**src/rtl/jtcontra_gfx_romarb.sv**
```systemverilog
// Shares one SDRAM read slot between the gfx1/gfx2 ROM ports, one-word cache per port.
// Define JTCONTRA_ROMARB_STATS_EN to add grant/timeout statistics outputs.
module jtcontra_gfx_romarb #(
  parameter int unsigned TIMEOUT = 64,
  parameter int unsigned TW      = 6
) (
  input  logic        clk,
  input  logic        rst_n,
  input  logic        gfx1_cs,
  input  logic [17:0] gfx1_addr,
  output logic [15:0] gfx1_data,
  output logic        gfx1_ok,
  input  logic        gfx2_cs,
  input  logic [17:0] gfx2_addr,
  output logic [15:0] gfx2_data,
  output logic        gfx2_ok,
  output logic        sdram_cs,
  output logic [18:0] sdram_addr,
  input  logic [15:0] sdram_data,
  input  logic        sdram_ok
`ifdef JTCONTRA_ROMARB_STATS_EN
  ,
  output logic [15:0] stat_grants1,
  output logic [15:0] stat_grants2,
  output logic [7:0]  stat_timeouts
`endif
);

  typedef enum logic [1:0] {StIdle, StBusy, StGap} state_t;

  state_t        r_state;
  logic          r_sdram_cs;
  logic [18:0]   r_sdram_addr;
  logic [17:0]   r_pend_tag;
  logic          r_last;
  logic [TW-1:0] r_cnt;
  logic          r_valid1, r_valid2;
  logic [17:0]   r_tag1, r_tag2;
  logic [15:0]   r_data1, r_data2;

  logic          w_hit1, w_hit2, w_miss1, w_miss2, w_req, w_sel, w_cnt_last;
  logic [17:0]   w_sel_addr;

  always_comb begin
    w_hit1     = r_valid1 & (r_tag1 == gfx1_addr);
    w_hit2     = r_valid2 & (r_tag2 == gfx2_addr);
    w_miss1    = gfx1_cs & ~w_hit1;
    w_miss2    = gfx2_cs & ~w_hit2;
    w_req      = w_miss1 | w_miss2;
    // On a tie the requester that was not served last wins
    w_sel      = (w_miss1 & w_miss2) ? ~r_last : w_miss2;
    w_sel_addr = w_sel ? gfx2_addr : gfx1_addr;
    w_cnt_last = (r_cnt == TW'(TIMEOUT - 1));
  end

  assign gfx1_ok    = gfx1_cs & w_hit1;
  assign gfx2_ok    = gfx2_cs & w_hit2;
  assign gfx1_data  = r_data1;
  assign gfx2_data  = r_data2;
  assign sdram_cs   = r_sdram_cs;
  assign sdram_addr = r_sdram_addr;

  always_ff @(posedge clk or negedge rst_n) begin
    if (!rst_n) begin
      r_state      <= StIdle;
      r_sdram_cs   <= 1'b0;
      r_sdram_addr <= '0;
      r_pend_tag   <= '0;
      r_last       <= 1'b1;
      r_cnt        <= '0;
      r_valid1     <= 1'b0;
      r_valid2     <= 1'b0;
      r_tag1       <= '0;
      r_tag2       <= '0;
      r_data1      <= '0;
      r_data2      <= '0;
    end else begin
      case (r_state)
        StIdle: begin
          if (w_req) begin
            r_sdram_addr <= {w_sel, w_sel_addr};
            r_sdram_cs   <= 1'b1;
            r_pend_tag   <= w_sel_addr;
            if (w_sel) r_valid2 <= 1'b0;
            else       r_valid1 <= 1'b0;
            r_last       <= w_sel;
            r_cnt        <= '0;
            r_state      <= StBusy;
          end
        end
        StBusy: begin
          // r_last holds the requester owning the fetch in flight
          if (sdram_ok) begin
            if (r_last) begin
              r_data2  <= sdram_data;
              r_tag2   <= r_pend_tag;
              r_valid2 <= 1'b1;
            end else begin
              r_data1  <= sdram_data;
              r_tag1   <= r_pend_tag;
              r_valid1 <= 1'b1;
            end
            r_sdram_cs <= 1'b0;
            r_state    <= StGap;
          end else if (w_cnt_last) begin
            r_sdram_cs <= 1'b0;
            r_state    <= StGap;
          end else begin
            r_cnt <= r_cnt + TW'(1);
          end
        end
        StGap:   r_state <= StIdle;
        default: r_state <= StIdle;
      endcase
    end
  end

`ifdef JTCONTRA_ROMARB_STATS_EN
  logic        w_grant, w_tmo;
  logic [15:0] r_grants1, r_grants2;
  logic [7:0]  r_timeouts;

  assign w_grant = (r_state == StIdle) & w_req;
  assign w_tmo   = (r_state == StBusy) & ~sdram_ok & w_cnt_last;

  always_ff @(posedge clk or negedge rst_n) begin
    if (!rst_n) begin
      r_grants1  <= '0;
      r_grants2  <= '0;
      r_timeouts <= '0;
    end else begin
      if (w_grant && !w_sel && r_grants1 != '1) r_grants1 <= r_grants1 + 16'd1;
      if (w_grant &&  w_sel && r_grants2 != '1) r_grants2 <= r_grants2 + 16'd1;
      if (w_tmo && r_timeouts != '1)            r_timeouts <= r_timeouts + 8'd1;
    end
  end

  assign stat_grants1  = r_grants1;
  assign stat_grants2  = r_grants2;
  assign stat_timeouts = r_timeouts;
`endif

endmodule

```
**config.mk**
```make
export PLATFORM = sky130hd
export DESIGN_NAME = jtcontra_gfx_romarb
export DESIGN_NICKNAME = d
export VERILOG_FILES = /design/src/rtl/jtcontra_gfx_romarb.sv
export SDC_FILE = /design/constraint.sdc
export NUM_CORES = 1
export LEC_CHECK = 0
export ABC_AREA = 0
export BUFFER_PORTS_ARGS = -buffer_cell sky130_fd_sc_hd__clkbuf_2
export CELL_PAD_IN_SITES_DETAIL_PLACEMENT = 1
export CELL_PAD_IN_SITES_GLOBAL_PLACEMENT = 1
export CORE_MARGIN = 8
export CORE_UTILIZATION = 38
export DETAILED_ROUTE_END_ITERATION = 8
export MAX_ROUTING_LAYER = met4
export PLACE_DENSITY = 0.83
export SYNTH_ARGS = -nofsm -noshare
export SYNTH_HDL_FRONTEND = slang
export SYNTH_SLANG_ARGS = --single-unit
```
**constraint.sdc**
```tcl
create_clock -name clk -period 2.1 [get_ports clk]
set_clock_uncertainty 0.2 [all_clocks]
set_input_delay 0.21 -clock clk [delete_from_list [all_inputs] [get_ports clk]]
set_output_delay 0.21 -clock clk [all_outputs]
set_load 0.03 [all_outputs]
```
# ---- Word level (Yosys, flattened, before mapping)
# Index checks and enable logic that the tools add are counted.
# W data, S select, Z words.
dict set report totals {
  reg_bits 117
  latch_bits 0
  ram_bits 0
  mem_bits_ro 0
  input_bits 57
  wordCells 71
  n_memories 0
}
dict set report op_classes {
  n_addsub 1
  n_mul 0
  n_div 0
  magnitude_cmp 0
  n_eq_ne 13
  shift 0
  n_mux 24
  bitwise 11
  n_reduce_logical 10
}
# operator count
set op_table {}
lappend op_table {{$eq A18 B18 Y1} 2}
lappend op_table {{$mux W18} 1}
lappend op_table {{$mux W6} 3}
lappend op_table {{$ne A2 B2 Y1 const B} 8}
lappend op_table {{$mux W1} 12}
lappend op_table {{$pmux W6 S2} 1}
lappend op_table {{$reduce_and A5 Y1} 2}
lappend op_table {{$reduce_and A3 Y1} 3}
lappend op_table {{$and A1 B1 Y1} 7}
lappend op_table {{$add A6 B1 Y6 const B} 1}
lappend op_table {{$eq A6 B6 Y1 const B} 1}
lappend op_table {{$mux W2} 3}
lappend op_table {{$pmux W1 S2} 3}
lappend op_table {{$pmux W2 S2} 1}
lappend op_table {{$reduce_and A2 Y1} 2}
lappend op_table {{$reduce_and A4 Y1} 1}
lappend op_table {{$ne A3 B3 Y1 const B} 1}
lappend op_table {{$not A1 Y1} 3}
lappend op_table {{$eq A2 B1 Y1 const B} 1}
lappend op_table {{$logic_not A2 Y1} 1}
lappend op_table {{$reduce_bool A2 Y1} 1}
lappend op_table {{$or A1 B1 Y1} 1}

# ---- Logic depth before layout (Yosys ltp)
dict set report logic_depth {
  ltp_word 9
  depth_mapped 8
}

# ---- Worst setup path after synthesis
# Ideal clock, no wire load.
dict set report synth_timing {
  path_type {reg-to-reg}
  startpoint {register r_tag2[10]}
  endpoint {register r_sdram_addr[0], in the netlist sdram_addr[0]}
  setup_ps 82
  arrival_ps 1958
  required_ps 1818
  setup_slack_ps -140
  path_stages_with_launch 9
  path_buffers 2
  synth_period_minus_slack_ps 2240
  path_cell_list {dfrtp_1 -> xnor2_1 -> nand4_1 -> or4_4 -> o211a_1 -> or2_0 -> buf_2 -> buf_6 -> a31oi_1}
}
dict set report synth_via {
  elab_chain_cells 7
  elab_cells_between_ends 9
  cone_classes {eq/ne (1); mux (2); bitwise (5); reduce/logical (1)}
}
# element line_no
set synth_lines {}
lappend synth_lines {{start: declaration} 38} ;# logic [17:0] r_tag1, r_tag2;
lappend synth_lines {{start signal: assignment} 96} ;# r_tag2 <= r_pend_tag;
lappend synth_lines {{$eq A18 B18 Y1 *} 46} ;# w_hit2 = r_valid2 & (r_tag2 == gfx2_addr);
lappend synth_lines {{$and A1 B1 Y1 *} 46}
lappend synth_lines {{$not A1 Y1 *} 48} ;# w_miss2 = gfx2_cs & ~w_hit2;
lappend synth_lines {{$and A1 B1 Y1 *} 48}
lappend synth_lines {{$and A1 B1 Y1} 51} ;# w_sel = (w_miss1 & w_miss2) ? ~r_last : w_miss2;
lappend synth_lines {{$mux W1} 51}
lappend synth_lines {{$mux W18} 52} ;# w_sel_addr = w_sel ? gfx2_addr : gfx1_addr;
lappend synth_lines {{end signal: assignment} 81} ;# r_sdram_addr <= {w_sel, w_sel_addr};
lappend synth_lines {{end: declaration} 33} ;# logic [18:0] r_sdram_addr;
# Mark *: on every way between the ends. The rest lies on a longest branch, timed or not.
# A chain may end at the register's enable or synchronous reset.

# ---- Worst setup path after layout
dict set report layout_timing {
  startpoint {register r_tag2[4]}
  endpoint {register r_sdram_addr[10], in the netlist sdram_addr[10]}
}
# The elaborated chain is that of the path after synthesis.

==> impl_metrics.env <==
export IMPL_area_growth_pct=43.4
export IMPL_avgSynthCellArea_um2=12.2
export IMPL_clk_latency_ns=0.35
export IMPL_r2r_start="r_tag2[4]"
export IMPL_cts_tree="built"
export IMPL_yosysUniqueCellTypes=32
export IMPL_whs_ns=-0.00680
export IMPL_violations="hold timing, setup timing"
export IMPL_grt_overflow_total=0
export IMPL_start_util_pct=38.8
export IMPL_portBuffers=110
export IMPL_fin_setup_tns_ns=-11.31
export IMPL_fin_crit_sh_pct=123
export IMPL_worstMarginPinSlew_ns=0.462
export IMPL_worst_r2r_setup_slack_ns=-0.47
export IMPL_peakVddDrop_uv=1140
export IMPL_cts_made_buffers=9
export IMPL_max_slew_margin_pct=69.2
export IMPL_gp_congestion=0.878
export IMPL_cts_root_buf="clkbuf_16"
export IMPL_grt_start_max_net_pins=50
export IMPL_wl_um=16200
export IMPL_ys_ff_latch=99
export IMPL_diodes=0
export IMPL_cp_arrival_ns=2.63
export IMPL_drive_above_1_share_pct=47.8
export IMPL_clockBufferDepth=2
export IMPL_cp_start_kind="register"
export IMPL_min_from="gfx1_addr[7]"
export IMPL_worstPathMaxFanout=15
export IMPL_track_usage_pct=22.9
export IMPL_worstPathRequired_ns=2.16
export IMPL_grt_pass1_wl_um=25500
export IMPL_fin_crit_ns=2.57
export IMPL_cp_end_kind="register"
export IMPL_critical_path_class="reg -> reg"
export IMPL_leakage_nw=2.84
export IMPL_totalPowerFinal_mw=9.93
export IMPL_setup_violations=32
export IMPL_netlist_area_um2=4430
export IMPL_fillers=1187
export IMPL_max_freq_ghz=0.388
export IMPL_timing_rr_end="sdram_addr[10]"
export IMPL_hold_viol_final=1
export IMPL_clock_sink_count=99
export IMPL_path_clk_slew_ns=0.07
export IMPL_drcViolationCount=0
export IMPL_via_per_inst=5.54
export IMPL_die_x_um=124
export IMPL_fin_nets=601
export IMPL_postLayoutCellArea_um2=6350
export IMPL_synthFlopType="dfrtp_1"
export IMPL_vias=3830
export IMPL_whs_path_depth=3
export IMPL_hold_class="in -> reg"
export IMPL_rows=39
export IMPL_status="complete, but fails checks"
export IMPL_ctsHtreeMaxLevel=3
export IMPL_route_antenna_remaining_nets=0
export IMPL_final_cell_mix="clkbuf_2, dfrtp_1, mux2_2, dlygate4sd3_1, buf_4"
export IMPL_syn_num_nets=421
export IMPL_core_um2=11400
export IMPL_synthArstFlopShare_pct=100
export IMPL_synth_warnings=0
export IMPL_fin_ws_ns=-0.474
export IMPL_hpwl_um=10500
export IMPL_dr_pass1_iters=4
export IMPL_ff2ff_path_depth=9
export IMPL_synth_enable_flop_cells=0
export IMPL_wl_per_cell_um=23.4
export IMPL_holdPathEnd="sdram_addr[7]"
export IMPL_die_h_um=124
export IMPL_ys_seq_area_share_pct=55.9
export IMPL_dieArea_um2=15400
export IMPL_maxCapViolCount=0
export IMPL_p_per_area_nw_per_um2=1560
export IMPL_antenna_found_initial=0
export IMPL_slew_viol_final=0
export IMPL_io_pin_count=111
export IMPL_placed_cell_area_um2=5360
export IMPL_drt_iter0_drc=313
export IMPL_grt_pass1_vias=4392
export IMPL_rsz0062_at_grt="true"
export IMPL_final_common_cell="clkbuf_2"
export IMPL_syn_inst=363
==> synthesized netlist by cell type, types with 2 or more instances <==
library cell,number,area share (%)
dfrtp_1,98,55
mux2_2,69,18
xnor2_1,36,7.1
o21ai_0,22,2.5
nand3_1,21,2.4
nor3_1,20,2.3
a31oi_1,19,2.7
clkbuf_1,16,1.4
nand4_1,10,1.4
nand2_1,8,0.68
nor2_1,8,0.68
inv_1,5,0.42
xor2_1,4,0.79
and3_1,3,0.42
buf_2,3,0.34
a21o_1,2,0.34
a21oi_1,2,0.23
buf_6,2,0.51
nor2b_1,2,0.28
==> worst max-delay path, cell delays in order, from the launching register on <==
cell	delay (ns)
dfrtp_1	0.42
xnor2_2	0.21
nand4_1	0.14
or4_4	0.54
buf_6	0.14
buf_4	0.14
o21ai_4	0.16
buf_8	0.18
o21ai_0	0.13
a31oi_1	0.23
==> state kept, by name (all words and copies together) (netlist names) <==
name / cells
gfx1_data: 16
gfx2_data: 16
r_cnt: 6
r_last: 1
r_state: 2
r_tag1: 18
r_tag2: 18
r_valid1: 1
r_valid2: 1
sdram_addr: 19
sdram_cs: 1
==> metrics by stage <==
step | setup slack, ns | hold WS, ns | utilization, % | instances
after detailed placement | -0.449 | -0.0726 | 46.9 | 628
after global placement | -0.364 | -0.0724 | 46.9 | 628
after CTS | -0.433 | 0.0124 | 55.2 | 691
after floorplan | -0.140 | -0.286 | - | 363
after global routing | -0.598 | 0.0218 | 55.7 | 691
final | -0.474 | -0.00680 | 55.7 | 691
==> how the worst max path moves through the flow <==
stage / start / slack [ns] / depth (start not counted) / to
after floorplan: r_tag2[10] / -0.14 / 8 / sdram_addr[10]
after global placement: r_tag2[16] / -0.36 / 7 / r_cnt[1]
after detailed placement: r_tag2[16] / -0.45 / 7 / sdram_addr[14]
after CTS: r_tag2[6] / -0.43 / 6 / gfx2_ok
after global routing: r_tag2[6] / -0.60 / 9 / sdram_addr[10]
final: r_tag2[4] / -0.47 / 9 / sdram_addr[10]
==> cell type report <==
cell class | count | area (um^2) | share of cell area [%]
repair buffers | 191 | 1350 | 21.3
clock buffers | 13 | 260 | 4.10
inverters | 5 | 18.8 | 0.295
clock inverters | 3 | 46.3 | 0.728
multi-input cells | 237 | 2020 | 31.8
flip-flops and latches | 99 | 2480 | 39.0
well taps | 143 | 179 | 2.82
==> what timing repair did <==
action / in CTS / in global routing
hold buffers: 43 / 0
cloned: 1 / 0
setup endpoints to repair: 32 / 40
buffers inserted: 3 / 0
pin swaps: 7 / 7
gates resized for setup: 43 / 12
hold endpoints to repair: 148 / 0
==> layer usage <==
layer | track usage, % | routed length (um) | up-vias
met1 | 27.1 | 6570 | 1964
li1 | - | - | 1657
met5 | - | 0 | -
met3 | 7.21 | 1280 | 29
met4 | 7.29 | 390 | 0
met2 | 36.6 | 7930 | 180
==> cells by family after synthesis <==
kind of cell / Yosys count / synth area share, %
compound gates: 50 / 6.69
xor+xnor: 40 / 7.91
fa+ha+maj: 1 / 0.282
buf+inv: 27 / 2.71
flops: 99 / 55.9
mux: 69 / 17.5
simple gates: 77 / 8.92
==> power by group <==
part	switching [mW]	total (mW)	internal, mW	leakage, nW
clock	0.744	1.74	0.993	0.146
sequential	0.809	3.66	2.85	1.16
combinational	2.65	4.53	1.88	1.53
No activity file was read; power rests on OpenSTA's default activity.
